--- src/rtl/map_scroll_ctrl_pkg.sv ---
// rtl/map_scroll_ctrl_pkg.sv - shared constants and types for the map scroll controller
package map_scroll_pkg;

  localparam logic [1:0] DIR_DOWN  = 2'd0;
  localparam logic [1:0] DIR_UP    = 2'd1;
  localparam logic [1:0] DIR_LEFT  = 2'd2;
  localparam logic [1:0] DIR_RIGHT = 2'd3;

  localparam logic [3:0] STATE_MAIN_GAME = 4'd3;

  localparam int DEFAULT_TILE_PX = 16;

  typedef enum logic [1:0] {
    IDLE = 2'd0,
    RESP = 2'd1,
    MOVE = 2'd2
  } scroll_state_t;

endpackage

--- src/rtl/map_scroll_ctrl_if.sv ---
// rtl/map_scroll_ctrl_if.sv - collision-map read port between controller and map memory
interface map_scroll_ctrl_if;

  logic        map_rd;
  logic [11:0] map_addr;
  logic        map_rdata;

  modport master (output map_rd, output map_addr, input map_rdata);
  modport slave  (input map_rd, input map_addr, output map_rdata);

endinterface

--- src/rtl/map_scroll_ctrl_vsync_tick.sv ---
// rtl/map_scroll_ctrl_vsync_tick.sv - VGA vsync synchronizer and rising-edge frame pulse
module vsync_tick (
  input  logic clk,
  input  logic rst_n,
  input  logic vs_in,
  output logic tick
);

  logic s1_q, s2_q, s3_q;

  // two-flop synchronizer followed by one history flop for edge detection
  always_ff @(posedge clk or negedge rst_n) begin
    if (!rst_n) begin
      s1_q <= 1'b0;
      s2_q <= 1'b0;
      s3_q <= 1'b0;
    end else begin
      s1_q <= vs_in;
      s2_q <= s1_q;
      s3_q <= s2_q;
    end
  end

  assign tick = s2_q & ~s3_q;

endmodule

--- src/rtl/map_scroll_ctrl.sv ---
// rtl/map_scroll_ctrl.sv - tile position tracking, collision check and per-frame camera scroll
module map_scroll_ctrl
  import map_scroll_pkg::*;
#(
  parameter int TILE_PX = DEFAULT_TILE_PX,
  parameter int MAP_W   = 64,
  parameter int MAP_H   = 64,
  parameter int START_X = 10,
  parameter int START_Y = 10,
  parameter int WALK_PX = 1,
  parameter int RUN_PX  = 2
) (
  input  logic                Clk,
  input  logic                Reset,
  input  logic                VGA_VS,
  input  logic [3:0]          state_num,
  input  logic                charIsMoving,
  input  logic                charIsRunning,
  input  logic [1:0]          direction,
  map_scroll_ctrl_if.master   mif,
  output logic [5:0]          tile_x,
  output logic [5:0]          tile_y,
  output logic [9:0]          scroll_x,
  output logic [9:0]          scroll_y,
  output logic                walking,
  output logic                step_done,
  output logic                bumped
);

  localparam int OFF_W = $clog2(TILE_PX) + 1;

  logic frame_tick;

  scroll_state_t     state_q, state_d;
  logic [5:0]        tile_x_q, tile_x_d, tile_y_q, tile_y_d;
  logic [OFF_W-1:0]  offset_q, offset_d, off_next;
  logic [1:0]        dir_q, dir_d, dsel;
  logic              run_q, run_d;
  logic              map_rd_q, map_rd_d;
  logic [11:0]       map_addr_q, map_addr_d;
  logic              step_done_q, step_done_d;
  logic              bumped_q, bumped_d;
  logic              walking_q, walking_d;
  logic [9:0]        scroll_x_q, scroll_x_d, scroll_y_q, scroll_y_d;
  logic [9:0]        base_x, base_y;
  logic [5:0]        tgt_x, tgt_y;
  logic              in_bounds;

  vsync_tick u_vsync_tick (
    .clk   (Clk),
    .rst_n (Reset),
    .vs_in (VGA_VS),
    .tick  (frame_tick)
  );

  // neighbour tile in the live direction while idle, in the latched one mid-step
  always_comb begin
    dsel      = (state_q == IDLE) ? direction : dir_q;
    tgt_x     = tile_x_q;
    tgt_y     = tile_y_q;
    in_bounds = 1'b1;
    case (dsel)
      DIR_DOWN:  if (int'(tile_y_q) >= MAP_H - 1) in_bounds = 1'b0; else tgt_y = tile_y_q + 6'd1;
      DIR_UP:    if (tile_y_q == 6'd0) in_bounds = 1'b0; else tgt_y = tile_y_q - 6'd1;
      DIR_LEFT:  if (tile_x_q == 6'd0) in_bounds = 1'b0; else tgt_x = tile_x_q - 6'd1;
      default:   if (int'(tile_x_q) >= MAP_W - 1) in_bounds = 1'b0; else tgt_x = tile_x_q + 6'd1;
    endcase
  end

  // step FSM: request the collision bit, wait for it, then glide one tile
  always_comb begin
    state_d     = state_q;
    tile_x_d    = tile_x_q;
    tile_y_d    = tile_y_q;
    offset_d    = offset_q;
    dir_d       = dir_q;
    run_d       = run_q;
    map_rd_d    = 1'b0;
    map_addr_d  = map_addr_q;
    step_done_d = 1'b0;
    bumped_d    = 1'b0;
    off_next    = offset_q + (run_q ? OFF_W'(RUN_PX) : OFF_W'(WALK_PX));
    case (state_q)
      IDLE: begin
        if (frame_tick && state_num == STATE_MAIN_GAME && charIsMoving) begin
          dir_d = direction;
          run_d = charIsRunning;
          if (!in_bounds) begin
            bumped_d = 1'b1;
          end else begin
            map_rd_d   = 1'b1;
            map_addr_d = 12'(int'(tgt_y) * MAP_W + int'(tgt_x));
            state_d    = RESP;
          end
        end
      end
      RESP: begin
        // first RESP cycle is the strobe cycle; rdata is valid on the second
        if (!map_rd_q) begin
          if (mif.map_rdata) begin
            bumped_d = 1'b1;
            state_d  = IDLE;
          end else begin
            offset_d = '0;
            state_d  = MOVE;
          end
        end
      end
      MOVE: begin
        if (frame_tick) begin
          if (state_num != STATE_MAIN_GAME) begin
            offset_d = '0;
            state_d  = IDLE;
          end else if (off_next >= OFF_W'(TILE_PX)) begin
            tile_x_d    = tgt_x;
            tile_y_d    = tgt_y;
            offset_d    = '0;
            step_done_d = 1'b1;
            state_d     = IDLE;
          end else begin
            offset_d = off_next;
          end
        end
      end
      default: state_d = IDLE;
    endcase
  end

  // camera position follows the next tile/offset so it lands with them
  always_comb begin
    base_x     = 10'(int'(tile_x_d) * TILE_PX);
    base_y     = 10'(int'(tile_y_d) * TILE_PX);
    scroll_x_d = base_x;
    scroll_y_d = base_y;
    case (dir_d)
      DIR_RIGHT: scroll_x_d = base_x + 10'(offset_d);
      DIR_LEFT:  scroll_x_d = base_x - 10'(offset_d);
      DIR_DOWN:  scroll_y_d = base_y + 10'(offset_d);
      default:   scroll_y_d = base_y - 10'(offset_d);
    endcase
    walking_d = (state_d == MOVE);
  end

  // register all state and outputs
  always_ff @(posedge Clk or negedge Reset) begin
    if (!Reset) begin
      state_q     <= IDLE;
      tile_x_q    <= 6'(START_X);
      tile_y_q    <= 6'(START_Y);
      offset_q    <= '0;
      dir_q       <= DIR_DOWN;
      run_q       <= 1'b0;
      map_rd_q    <= 1'b0;
      map_addr_q  <= '0;
      step_done_q <= 1'b0;
      bumped_q    <= 1'b0;
      walking_q   <= 1'b0;
      scroll_x_q  <= 10'(START_X * TILE_PX);
      scroll_y_q  <= 10'(START_Y * TILE_PX);
    end else begin
      state_q     <= state_d;
      tile_x_q    <= tile_x_d;
      tile_y_q    <= tile_y_d;
      offset_q    <= offset_d;
      dir_q       <= dir_d;
      run_q       <= run_d;
      map_rd_q    <= map_rd_d;
      map_addr_q  <= map_addr_d;
      step_done_q <= step_done_d;
      bumped_q    <= bumped_d;
      walking_q   <= walking_d;
      scroll_x_q  <= scroll_x_d;
      scroll_y_q  <= scroll_y_d;
    end
  end

  assign mif.map_rd   = map_rd_q;
  assign mif.map_addr = map_addr_q;
  assign tile_x       = tile_x_q;
  assign tile_y       = tile_y_q;
  assign scroll_x     = scroll_x_q;
  assign scroll_y     = scroll_y_q;
  assign walking      = walking_q;
  assign step_done    = step_done_q;
  assign bumped       = bumped_q;

endmodule

--- src/flat_wrapper.sv ---
// flat-port wrapper written by rule: the top's interface ports become plain ports
module map_scroll_ctrl_flat import map_scroll_pkg::*;
#(
  parameter int TILE_PX = DEFAULT_TILE_PX,
  parameter int MAP_W   = 64,
  parameter int MAP_H   = 64,
  parameter int START_X = 10,
  parameter int START_Y = 10,
  parameter int WALK_PX = 1,
  parameter int RUN_PX  = 2
)
  (Clk, Reset, VGA_VS, state_num, charIsMoving, charIsRunning, direction, tile_x, tile_y, scroll_x, scroll_y, walking, step_done, bumped, mif_map_rd, mif_map_addr, mif_map_rdata);
  map_scroll_ctrl_if mif_i ();
  input  logic Clk;
  input  logic Reset;
  input  logic VGA_VS;
  input  logic [3:0] state_num;
  input  logic charIsMoving;
  input  logic charIsRunning;
  input  logic [1:0] direction;
  output logic [5:0] tile_x;
  output logic [5:0] tile_y;
  output logic [9:0] scroll_x;
  output logic [9:0] scroll_y;
  output logic walking;
  output logic step_done;
  output logic bumped;
  output wire logic [$bits(mif_i.map_rd)-1:0] mif_map_rd;
  output wire logic [$bits(mif_i.map_addr)-1:0] mif_map_addr;
  input wire logic [$bits(mif_i.map_rdata)-1:0] mif_map_rdata;
  assign mif_map_rd = mif_i.map_rd;
  assign mif_map_addr = mif_i.map_addr;
  assign mif_i.map_rdata = mif_map_rdata;
  map_scroll_ctrl #(.TILE_PX(TILE_PX), .MAP_W(MAP_W), .MAP_H(MAP_H), .START_X(START_X), .START_Y(START_Y), .WALK_PX(WALK_PX), .RUN_PX(RUN_PX)) u_core (.Clk(Clk), .Reset(Reset), .VGA_VS(VGA_VS), .state_num(state_num), .charIsMoving(charIsMoving), .charIsRunning(charIsRunning), .direction(direction), .mif(mif_i), .tile_x(tile_x), .tile_y(tile_y), .scroll_x(scroll_x), .scroll_y(scroll_y), .walking(walking), .step_done(step_done), .bumped(bumped));
endmodule
--- config.mk ---
export PLATFORM = sky130hd
export DESIGN_NAME = map_scroll_ctrl_flat
export DESIGN_NICKNAME = d
export VERILOG_FILES = /design/src/rtl/map_scroll_ctrl_pkg.sv /design/src/rtl/map_scroll_ctrl_if.sv /design/src/rtl/map_scroll_ctrl_vsync_tick.sv /design/src/rtl/map_scroll_ctrl.sv /design/src/flat_wrapper.sv
export SDC_FILE = /design/constraint.sdc
export NUM_CORES = 1
export LEC_CHECK = 0
export CAP_MARGIN = 20
export CORE_UTILIZATION = 54
export CTS_CLUSTER_SIZE = 16
export DETAILED_ROUTE_END_ITERATION = 8
export PLACE_DENSITY_LB_ADDON = 0.12
export RECOVER_POWER = 100
export SYNTH_ARGS = -nofsm -noshare
export SYNTH_HDL_FRONTEND = slang
export SYNTH_SLANG_ARGS = --single-unit
--- constraint.sdc ---
create_clock -name Clk -period 3.7 [get_ports Clk]
set_input_delay 0.37 -clock Clk [delete_from_list [all_inputs] [get_ports Clk]]
set_output_delay 0.37 -clock Clk [all_outputs]
set_load 0.02 [all_outputs]
# == After elaboration in Yosys (flattened, before gate mapping) ==
# Cells that the tools add are included.
# word_totals
regBits,61
elab_cells,102
input_bits,12
# op_classes
n_reduce_logical,11
mux,51
bitwise,2
n_addsub,10
n_lt_le_gt_ge,3
n_eq_ne,9
# op_table
op,count
two-way mux 6 bit,12
case mux 10 bit (2 select lines),2
two-way mux 5 bit,5
case mux 6 bit (2 select lines),2
two-way mux 2 bit,11
adder 10 x 5 -> 10 bit,2
subtractor 10 x 5 -> 10 bit,2
two-way mux 1 bit,15
adder 12 x 6 -> 12 bit,1
"adder 6 x 1 -> 6 bit, second input constant",2
"greater-or-equal comparator 6 bit, second input constant",2
zero test 6 bit,2
"subtractor 6 x 1 -> 6 bit, second input constant",2
"equality test 2 bit, second input constant",5
case mux 5 bit (2 select lines),1
zero test 2 bit,3
case mux 2 bit (3 select lines),1
adder 5 bit,1
"greater-or-equal comparator 5 bit, second input constant",1
"equality test 2 x 1 -> 1 bit, second input constant",2
"equality test 4 x 2 -> 1 bit, second input constant",1
"!= test 4 x 2 -> 1 bit, second input constant",1
OR reduction 2 bit,2
case mux 1 bit (3 select lines),1
other kinds (6),7

# == Longest topological paths before layout ==
# depth
word_depth,11
mapped_depth,16
depth_no_buf,16

# == Modules after synthesis ==
# Synthesis repeated with hierarchy kept, for this count alone.
# unflattened
cells_unflattened,400
area_unflattened_um2,3852.4
# modules_own_cells
module,area_each_um2,cells_per_inst,n_inst,seq_area_each_um2
map_scroll_ctrl,3763.6,396,1,1461.4
vsync_tick,88.8,4,1,75.1

# == Least setup slack after synthesis ==
# Ideal clock, no wire load.
# synth_timing
path_type,register to register
startpoint,register u_core.run_q
endpoint,"register u_core.scroll_y_q[9], in the netlist u_core.scroll_y[9]"
n_path_buf,0
stages_incl_launch_ff,16
path_slack_ns,0.339
setup_time_ns,0.128
required_ns,3.572
t_arrival_ns,3.233
cell_sequence,dfrtp_1 inv_1 ha_1 inv_1 fa_1 nand3b_1 xnor2_1 nand2_2 inv_2 nand2_1 xnor2_1 ha_1 nor2_1 nand3_1 o41a_2 xnor2_2
# synth_between
elab_chain_cells,9
word_cells_on_any_way,14
classes_between,3 x add/sub; 1 x order compare; 10 x mux
# synth_rtl
item,line_no,rtl
from (decl),map_scroll_ctrl.sv:38,"logic run_q, run_d;"
from (signal assigned),map_scroll_ctrl.sv:166,run_q <= run_d;
two-way mux 2 bit *,map_scroll_ctrl.sv:82,off_next = offset_q + (run_q ? OFF_W'(RUN_PX) : OFF_W'(WALK_PX));
adder 5 bit *,map_scroll_ctrl.sv:82,
greater-or-equal comparator 5 bit *,map_scroll_ctrl.sv:114,end else if (off_next >= OFF_W'(TILE_PX)) begin
two-way mux 6 bit *,map_scroll_ctrl.sv:114,
two-way mux 6 bit *,map_scroll_ctrl.sv:111,if (state_num != STATE_MAIN_GAME) begin
two-way mux 6 bit *,map_scroll_ctrl.sv:110,if (frame_tick) begin
two-way mux 6 bit *,map_scroll_ctrl.sv:83,case (state_q)
net u_core.base_y[4],map_scroll_ctrl.sv:45,"logic [9:0] base_x, base_y;"
subtractor 10 x 5 -> 10 bit / adder 10 x 5 -> 10 bit (equally long branches),"map_scroll_ctrl.sv:139, map_scroll_ctrl.sv:138",
case mux 10 bit (2 select lines) *,map_scroll_ctrl.sv:135,case (dir_d)
net u_core.scroll_y_d[9],map_scroll_ctrl.sv:44,"logic [9:0] scroll_x_q, scroll_x_d, scroll_y_q, scroll_y_d;"
to (signal assigned),map_scroll_ctrl.sv:159,scroll_y_q <= 10'(START_Y * TILE_PX);
to (signal assigned),map_scroll_ctrl.sv:173,scroll_y_q <= scroll_y_d;
to (decl),map_scroll_ctrl.sv:44,
# Mark *: on every way through the listed nets, which the timed path passes. The rest lies on a longest branch.
# A chain may end at the register's enable or synchronous reset.

# == Final worst setup path ==
# Same ends and word-level chain as after synthesis.

==> impl_metrics.toml <==
[status]
status = "finished with violations"
violations = "max-capacitance violations, max-slew violations"

[logic_synthesis]
synth-seq-cells = 61
syn_avg_cell_area_um2 = 9.48
ys.flop_type = "dfrtp_1"
synth_common_cells = "dfrtp_1 (53), nand2_1 (37), nor2_1 (33)"
netlist_instances = 394
synth_edf_count = 0
synth_area_leaders = "dfrtp_1 (36%), ha_1 (6.4%), dfstp_2 (5.6%)"
yosysWarningCount = 0
yosysTopAreaCell = "dfrtp_1"
seq_area_frac_synth = 0.411
synth.top_cell.area_share = 0.355
synth.most_common_cell = "dfrtp_1"
async_flop_share = 1.00
syn-cell-area_mm2 = 0.00373
synthesis.nets = 426
synth_cell_types = 72

[sta]
setup_viol = 0
hold_violations = 0
period_minus_slack_ps = 3480
relSlewSlack = -0.356
finalSetupTns_ps = 0
finalClockSkew_ps = 9.81
slew_violations = 40
grt_setup_unrepaired = "false"
fin_crit_sh = 0.941
max_freq_ghz = 0.287
worst_pin_slew_ps = 2030

[floorplan]
die_h_um = 85.2
rows = 29
die-area_mm2 = 0.00725
core_mm2 = 0.00649
io_pins = 60
start_util = 0.575
die_w_um = 85.2

[worst_setup_path]
crit_type = "reg2reg"
slowest_stage = "o41a_2"
rr_endpoint = "u_core.scroll_y[9]"
cp_max_fo = 10
r2r_cells = 15
endpoint_kind = "flip-flop"
crit_start = "u_core.run_q"
rrSetupSlack_ps = 220
endpoint = "u_core.scroll_y[9]"
max_stage_delay_ps = 540
cp.required_ps = 3910
critical_path_arrival_ps = 3690
start_kind = "flip-flop"
cp_cell_sequence = "inv_1 -> ha_1 -> inv_1 -> fa_1 -> nand3b_1 -> xnor2_2 -> nand2_2 -> inv_2 -> nand2_1 -> xnor2_1 -> ha_1 -> nor2_1 -> nand3_1 -> o41a_2 -> xnor2_2"
r2r_start = "u_core.run_q"

[grt]
grt_pass1_wl_um = 15400
overflow = 0
track_usage = 0.270
antenna_found_initial = 0
grt_pass1_vias = 3119
grt_max_degree = 40

[clock_tree]
ctsResizeCount = 0
clock-root-buffer = "clkbuf_8"
htree_levels = 3
cts_tree = "built"
clock_sinks = 61
post_cts.repair.setup_buffers = 0
ctsHoldBuffers = 0
cts_buffer_depth = 2
cts_made_buffers = 9
clk_latency_ps = 340
clk_pin_slew_ps = 70

[detailed_routing]
detail_route.wl_per_cell_um = 16.8
drt_iter0_markers = 257
routed_wl_um = 9150
drc = 0
vias_per_cell = 6.12
vias = 3343
drt_first_pass_iters = 4
route.antenna.remaining_nets = 0

[final_layout]
seq_area_mm2 = 0.00154
num-nets-final = 496
multi_input_area_mm2 = 0.00204
drive_above_1_share = 0.119
num_antenna_cells = 0
area_growth_pct = 24.4
fin_cells = 546
fill_cells = 509

[placement]
dp_cells = 530
place_hpwl_um = 6720
gp_congestion = 0.913
io_buffers = 59

[pwr]
leakage_nw = 2.17
power_density_mw_per_mm2 = 407
ir_drop_uv = 250

[flow_run]
drv_cap = 1

[hold_path]
hp-class = "reg2reg"
critical path, delay by kind of cell, from the launching register on:
| family | cells | cell delay (ps) |
|---|---|---|
| buffers and inverters | 3 | 270 |
| adder cells (fa/ha/maj) | 3 | 840 |
| AO/OA/AOI/OAI | 1 | 540 |
| flip-flops | 1 | 390 |
| XOR/XNOR | 3 | 530 |
| AND/OR/NAND/NOR | 5 | 780 |
cell usage in the layout, fill, tap and decap left out, types with 4 or more instances in the layout:
cell / netlist / final
dlygate4sd3_1: 0 / 49
dfstp_2: 8 / 8
mux2_2: 5 / 5
ha_1: 19 / 19
clkbuf_1: 11 / 7
buf_4: 1 / 11
nand4_1: 3 / 4
and3_1: 6 / 6
dfrtp_1: 53 / 53
nand2b_1: 4 / 4
xor2_1: 4 / 4
a22oi_1: 7 / 7
o211ai_1: 5 / 5
mux2i_1: 8 / 8
xnor2_1: 18 / 17
o21ai_0: 29 / 31
nor2_1: 33 / 33
a211oi_1: 4 / 4
clkbuf_8: 0 / 10
nand2_1: 37 / 37
a21oi_1: 12 / 12
clkdlybuf4s50_1: 0 / 9
o31ai_1: 4 / 4
nand3_1: 14 / 14
a22o_1: 4 / 4
inv_1: 23 / 23
how the worst min path moves through the flow:
stage	from	endpoint	slack, ps	cells after the start
global route	u_core.u_vsync_tick.s1_q	u_core.u_vsync_tick.s2_q	370	0
global placement	u_core.u_vsync_tick.s1_q	u_core.u_vsync_tick.s2_q	330	0
detailed placement	u_core.u_vsync_tick.s1_q	u_core.u_vsync_tick.s2_q	340	0
CTS	Reset	u_core.state_q[0]	150	1
floorplan	Reset	u_core.bumped	70	0
finish	u_core.u_vsync_tick.s1_q	u_core.u_vsync_tick.s2_q	360	0
logic make-up after synthesis:
family,synth area share
AO/OA/AOI/OAI,0.195
XOR/XNOR,0.0559
adder cells (fa/ha/maj),0.0690
buffers and inverters,0.0439
flip-flops,0.411
multiplexers,0.0439
AND/OR/NAND/NOR,0.181
metrics by stage:
step                      cell area (um^2)  hold slack [ps]  utilization  worst slack, ps  total power, W
after floorplan                       3730             74.4            -              339         0.00112
after global placement                4460              333        0.687              341         0.00131
after detailed placement              4460              342        0.687              160         0.00132
after CTS                             4650              154        0.716              140         0.00190
after global routing                  4650              370        0.715             3.29         0.00198
final                                 4650              355        0.715              220         0.00189
registers in the layout, summed over array words and instances (netlist names):
| name | count |
|---|---|
| u_core.offset_q | 5 |
| u_core.step_done | 1 |
| u_core.state_q | 2 |
| u_core.scroll_x | 10 |
| u_core.bumped | 1 |
| u_core.run_q | 1 |
| u_core.mif.map_rd | 1 |
| u_core.tile_x | 6 |
| u_core.u_vsync_tick.s3_q | 1 |
| u_core.mif.map_addr | 12 |
| u_core.dir_q | 2 |
| u_core.u_vsync_tick.s2_q | 1 |
| u_core.tile_y | 6 |
| u_core.scroll_y | 10 |
| u_core.u_vsync_tick.s1_q | 1 |
| u_core.walking | 1 |
area by class of cell:
cell class,instances,area share
Inverter,25,0.0202
Clock inverter,4,0.0102
Timing Repair Buffer,74,0.147
Sequential cell,61,0.331
Multi-Input combinational cell,293,0.440
Clock buffer,12,0.0312
Tap cell,77,0.0207
power by group:
part | switching (W) | internal [W]
clock | 0.000257 | 0.000328
sequential | 0.0000251 | 0.000710
combinational | 0.000346 | 0.000225
per-layer routing:
metal | GRT usage | routed length, um | vias to the layer above
li1 | - | - | 1567
met1 | 0.392 | 4190 | 1605
met2 | 0.415 | 4240 | 154
met3 | 0.0360 | 577 | 17
met4 | 0.100 | 138 | 0
met5 | 0 | 0 | -
Power figures use the tool's default switching activity.
==> edit 1: new RTL, config.mk and constraints unchanged <==
The output `walking` loses its register stage (`walking_q` becomes a continuous assignment).
--- a/src/rtl/map_scroll_ctrl.sv
+++ b/src/rtl/map_scroll_ctrl.sv
@@ -156,3 +156,2 @@
       bumped_q    <= 1'b0;
-      walking_q   <= 1'b0;
       scroll_x_q  <= 10'(START_X * TILE_PX);
@@ -170,3 +169,2 @@
       bumped_q    <= bumped_d;
-      walking_q   <= walking_d;
       scroll_x_q  <= scroll_x_d;
@@ -175,2 +173,4 @@
   end
+
+  assign walking_q = walking_d;
 
Function: changed (Yosys sat finds a counterexample within 10 cycles, from zero or initial values and one cycle with Reset low).
==> edit 1 against the original RTL <==
The run ends with design-rule violations, max-capacitance violations, max-slew violations left. Final area grew 2.6%. Clock skew grew 0.0016 ns. Worst setup slack lost 0.0080 ns. Synthesized area shrank 0.67%. Sequential cell count decreased by 1. Total power rose by 3.1%. Wire length rose by 7.2%. Maximum frequency down 0.23%. Core utilization rose by 1.8 points. Hold slack improved by 0.0086 ns. Critical endpoint is now u_core.scroll_y[5]. Highest routed layer unchanged.
==> edit 1: results (changes against the original RTL) <==
metric,value,unit,change
grt_pass1_vias,3298,,+5.7%
drt-vias-per-instance,6.04,,-1.4%
cts_buffers,9,,unchanged
drtIter0Drc,349,,+36%
slowest_stage,fa_1,,
fin_worst_skew,0.0114,ns,+0.00158 ns
status,finished with violations,,
yosys.cell_types.count,72,,unchanged
vdd_drop_max,0.251,mV,about the same
maxSlewViolCount,40,,unchanged
path_delay_family,adder cells,,
grt_pass1_wl,16200,um,+5.5%
largest_reg_flops,12,,unchanged
min_path_type,reg2reg,,
violations,"design-rule violations, max-capacitance violations, max-slew violations",,
tightest_slew,2.12,ns,+0.0904 ns
grtUsageTotal,0.291,,+0.0210
top_layer,met4,,
synth_cells,393,,-0.25%
wl_met2,4610,um,+8.7%
grt_max_degree,40,,unchanged
cts.reportedPaths.clkPinSlew,0.06,ns,
antenna_cells,0,,unchanged
antenna_found_initial,0,,unchanged
synth_common_cells,"dfrtp_1, nand2_1, nor2_1",,
fin_nets,505,,+1.8%
cap_viol_max_count,1,,unchanged
cts_root_buf,clkbuf_8,,
syn-num-nets,425,,-0.23%
port_buffers,59,,unchanged
cts_max_level,3,,unchanged
fillers,498,,-2.2%
leakagePower,2.26,nW,+4.0%
insertion_delay,0.34,ns,about the same
yosysWarnings,0,,unchanged
ys_seq_area_frac,0.407,,-0.00397
drc,3,,+3
drt_wl_total,9810,um,+7.2%
wl_per_cell,17.7,um,+5.5%
dp_slack,0.0790,ns,-0.0806 ns
dp.cells,537,,+1.3%
async_flop_share,1.00,,unchanged
drive_gt1_frac,0.155,,+0.0354
dr.pass1.iters,7,,+3
m1WireLength,4340,um,+3.5%
path_max_fanout,10,,unchanged
synth_area_leaders,"dfrtp_1, ha_1, dfstp_2",,
dpl.hpwl,7130,um,+6.1%
dr_wl_met3,646,um,+12%
place_congestion,0.945,,+3.6%
clock_path_buffers,2,,unchanged
critPathMaxStageDelay,0.42,ns,-0.12 ns
==> edit 1: report_power, final <==
group          internal [mW]  switching [mW]
registers              0.695          0.0263
clock network          0.366           0.251
logic                  0.256           0.355
==> edit 1: layer usage <==
layer	up-vias	track usage
met5	-	0
met3	23	0.0681
li1	1583	-
met1	1595	0.397
met4	0	0.123
met2	150	0.448
==> edit 1: cell type report <==
type / instances / area (um^2) / share of cell area
tap: 77 / 96.3 / 0.0202
sequential: 60 / 1510 / 0.317
clock buffer: 13 / 169 / 0.0355
inverter: 25 / 93.8 / 0.0197
timing repair buffer: 84 / 767 / 0.161
multi-input combinational: 293 / 2080 / 0.437
clock inverter: 3 / 43.8 / 0.00919
==> edit 1: path summary, 6_finish.rpt <==
kind	end	slack, ns	cells past startpoint	startpoint
hold / removal	u_core.u_vsync_tick.s2_q	0.36	0	u_core.u_vsync_tick.s1_q
hold reg to reg	u_core.u_vsync_tick.s2_q	0.36	0	u_core.u_vsync_tick.s1_q
setup reg to reg	u_core.scroll_y[5]	0.21	15	u_core.run_q
min in group asynchronous	u_core.mif.map_rd	0.63	1	Reset
max in group asynchronous	u_core.scroll_y[4]	1.14	2	Reset
setup / recovery	u_core.scroll_y[5]	0.21	15	u_core.run_q
==> edit 1: worst reg2reg max path: cells and delay by family, from the launching register on <==
family,cells,cell delay (ns)
buffers and inverters,3,0.23
flip-flops,1,0.41
AO/OA/AOI/OAI,2,0.27
adder cells (fa/ha/maj),3,0.96
AND/OR/NAND/NOR,5,0.93
XOR/XNOR,2,0.61
==> edit 1: logic make-up (layout without fill, tap and decap cells) <==
| kind of cell | Yosys count | after routing | share of synthesized area |
|---|---|---|---|
| compound gates | 104 | 104 | 0.196 |
| flops | 60 | 60 | 0.407 |
| simple gates | 131 | 131 | 0.182 |
| buf+inv | 40 | 125 | 0.0442 |
| xor+xnor | 23 | 23 | 0.0563 |
| fa+ha+maj | 20 | 20 | 0.0695 |
| mux | 15 | 15 | 0.0442 |
==> edit 1: timing repair <==
action | in CTS | in global routing
buffers inserted | 0 | 2
pin swaps | 0 | 4
resized for setup | 2 | 10
setup endpoints to repair | 1 | 11
cloned | 0 | 0
==> edit 1: metrics by stage <==
step | hold slack [ns] | cell area, um^2
after floorplan | 0.0744 | 3710
after global placement | 0.336 | 4490
after global routing | 0.365 | 4760
after CTS | 0.164 | 4710
final | 0.364 | 4760
after detailed placement | 0.339 | 4490
==> edit 2: new RTL, config.mk and constraints unchanged <==
Without the edit above. `START_Y` is set to 10 in 2 places; all go to 7.
--- a/src/rtl/map_scroll_ctrl.sv
+++ b/src/rtl/map_scroll_ctrl.sv
@@ -8,3 +8,3 @@
   parameter int START_X = 10,
-  parameter int START_Y = 10,
+  parameter int START_Y = 7,
   parameter int WALK_PX = 1,
--- a/src/flat_wrapper.sv
+++ b/src/flat_wrapper.sv
@@ -7,3 +7,3 @@
   parameter int START_X = 10,
-  parameter int START_Y = 10,
+  parameter int START_Y = 7,
   parameter int WALK_PX = 1,
Function: changed (Yosys sat finds a counterexample within 4 cycles, from zero or initial values and one cycle with Reset low).
==> edit 2 against the original RTL <==
The run still ends with max-capacitance violations, max-slew violations left. Via count is 1.0% lower. Total power rose by 5.6%. Global-route usage increased by 1.4 points. Final area grew 0.70%. Synthesized area about the same. Sequential cell count unchanged. Combinational power up 1%. Worst setup slack worse by 0.066 ns. Wire length is 3.6% higher. Highest routed layer unchanged.
==> edit 2: results (changes against the original RTL) <==
metric,value,unit,change
status,finished with violations,,
violations,"max-capacitance violations, max-slew violations",,
cts_root_buf,clkbuf_8,,
vdd_drop_max,0.275,mV,+9.7%
max_freq,282,MHz,-1.8%
grt_pass1_wl,16000,um,+3.7%
drt-vias-per-instance,6.06,,-1.0%
ys_seq_area_frac,0.412,,about the same
cts_buffers,9,,unchanged
synth_common_cells,"dfrtp_1, nand2_1, nor2_1",,
yosys.cell_types.count,72,,unchanged
dpl.hpwl,6950,um,+3.3%
fillers,498,,-2.2%
syn_avg_cell_area,9.49,um^2,about the same
leakagePower,2.17,nW,-0.15%
synth_xor_area_frac,0.0559,,about the same
synth_area_leaders,"dfrtp_1, dfstp_2, ha_1",,
dp.cells,530,,unchanged
tightest_slew,1.99,ns,-0.0451 ns
grtUsageTotal,0.284,,+0.0141
drt_wl_total,9470,um,+3.6%
path_delay_family,simple AND/OR/NAND/NOR gates,,
dr.pass1.iters,5,,+1
num_vias,3309,,-1.0%
cts_max_level,3,,unchanged
maxSlewViolCount,39,,-2.5%
placed_area,0.00446,mm^2,about the same
cts.reportedPaths.clkPinSlew,0.07,ns,about the same
drive_gt1_frac,0.113,,-0.00640
min_path_type,in2async,,
fin_nets,496,,unchanged
clock_power,683,uW,+17%
largest_reg_flops,12,,unchanged
clock_path_buffers,2,,unchanged
synth_compound_area_frac,0.195,,about the same
yosysWarnings,0,,unchanged
cp.arrival,3.76,ns,+0.07 ns
slowest_stage,fa_1,,
antenna_found_initial,0,,unchanged
dp_slack,0.207,ns,+0.0472 ns
async_flop_share,1.00,,unchanged
drtIter0Drc,182,,-29%
pg_seq,738,uW,
synthAdderAreaFrac,0.0690,,about the same
grt_max_degree,39,,-2.5%
fin_worst_skew,0.00749,ns,-0.00232 ns
post_cts.repair.setup_buffers,0,,unchanged
seqPwrFrac,0.369,,-0.020
insertion_delay,0.34,ns,about the same
muxShareOfSynthArea,0.0439,,about the same
path_max_fanout,4,,-6
p_sw_frac,0.321,,-0.0110
grt_pass1_vias,3234,,+3.7%
cap_viol_max_count,1,,unchanged
place_congestion,0.977,,+7.1%
critPathMaxStageDelay,0.41,ns,-0.13 ns
## edit 2: cell types whose count changed in the layout (fill, tap and decap cells not counted), moves of 2 or more
cell | before | now
clkinv_2 | 2 | 0
dfrtp_1 | 53 | 51
o21ai_0 | 31 | 29
o21ai_1 | 3 | 5
## edit 2: layout make-up
cell class	instances	area (um^2)	share of cell area
Clock inverter	3	67.6	0.0144
Clock buffer	13	159	0.0340
Timing Repair Buffer	74	678	0.145
Sequential cell	61	1540	0.329
Inverter	25	93.8	0.0201
Multi-Input combinational cell	293	2040	0.437
Tap cell	77	96.3	0.0206
## edit 2: worst reg2reg max path, cell delays in order (launching register included)
cell	delay (ns)
dfrtp_1	0.40
inv_1	0.11
ha_1	0.18
inv_1	0.06
fa_1	0.41
nand3b_1	0.23
xnor2_1	0.29
nand2_2	0.13
inv_2	0.08
nand2_1	0.06
xnor2_1	0.40
ha_1	0.27
nand4_1	0.10
or4_1	0.41
o41a_2	0.15
xnor2_2	0.14
## edit 2: routing by layer
layer | GRT usage | vias up | part of all wire
li1 | - | 1572 | -
met1 | 0.400 | 1582 | 0.47
met2 | 0.448 | 138 | 0.46
met3 | 0.0350 | 17 | 0.053
met4 | 0.112 | 0 | 0.020
met5 | 0 | - | 0
## edit 2: final timing paths
check,cells after the start,from,slack (ns),to
setup / recovery,15,u_core.run_q,0.15,u_core.scroll_y[9]
hold / removal,1,Reset,0.27,u_core.state_q[0]
setup reg to reg,15,u_core.run_q,0.15,u_core.scroll_y[9]
hold reg to reg,0,u_core.u_vsync_tick.s1_q,0.35,u_core.u_vsync_tick.s2_q
max in group asynchronous,2,Reset,0.97,u_core.mif.map_addr[10]
min in group Clk,0,u_core.u_vsync_tick.s1_q,0.35,u_core.u_vsync_tick.s2_q
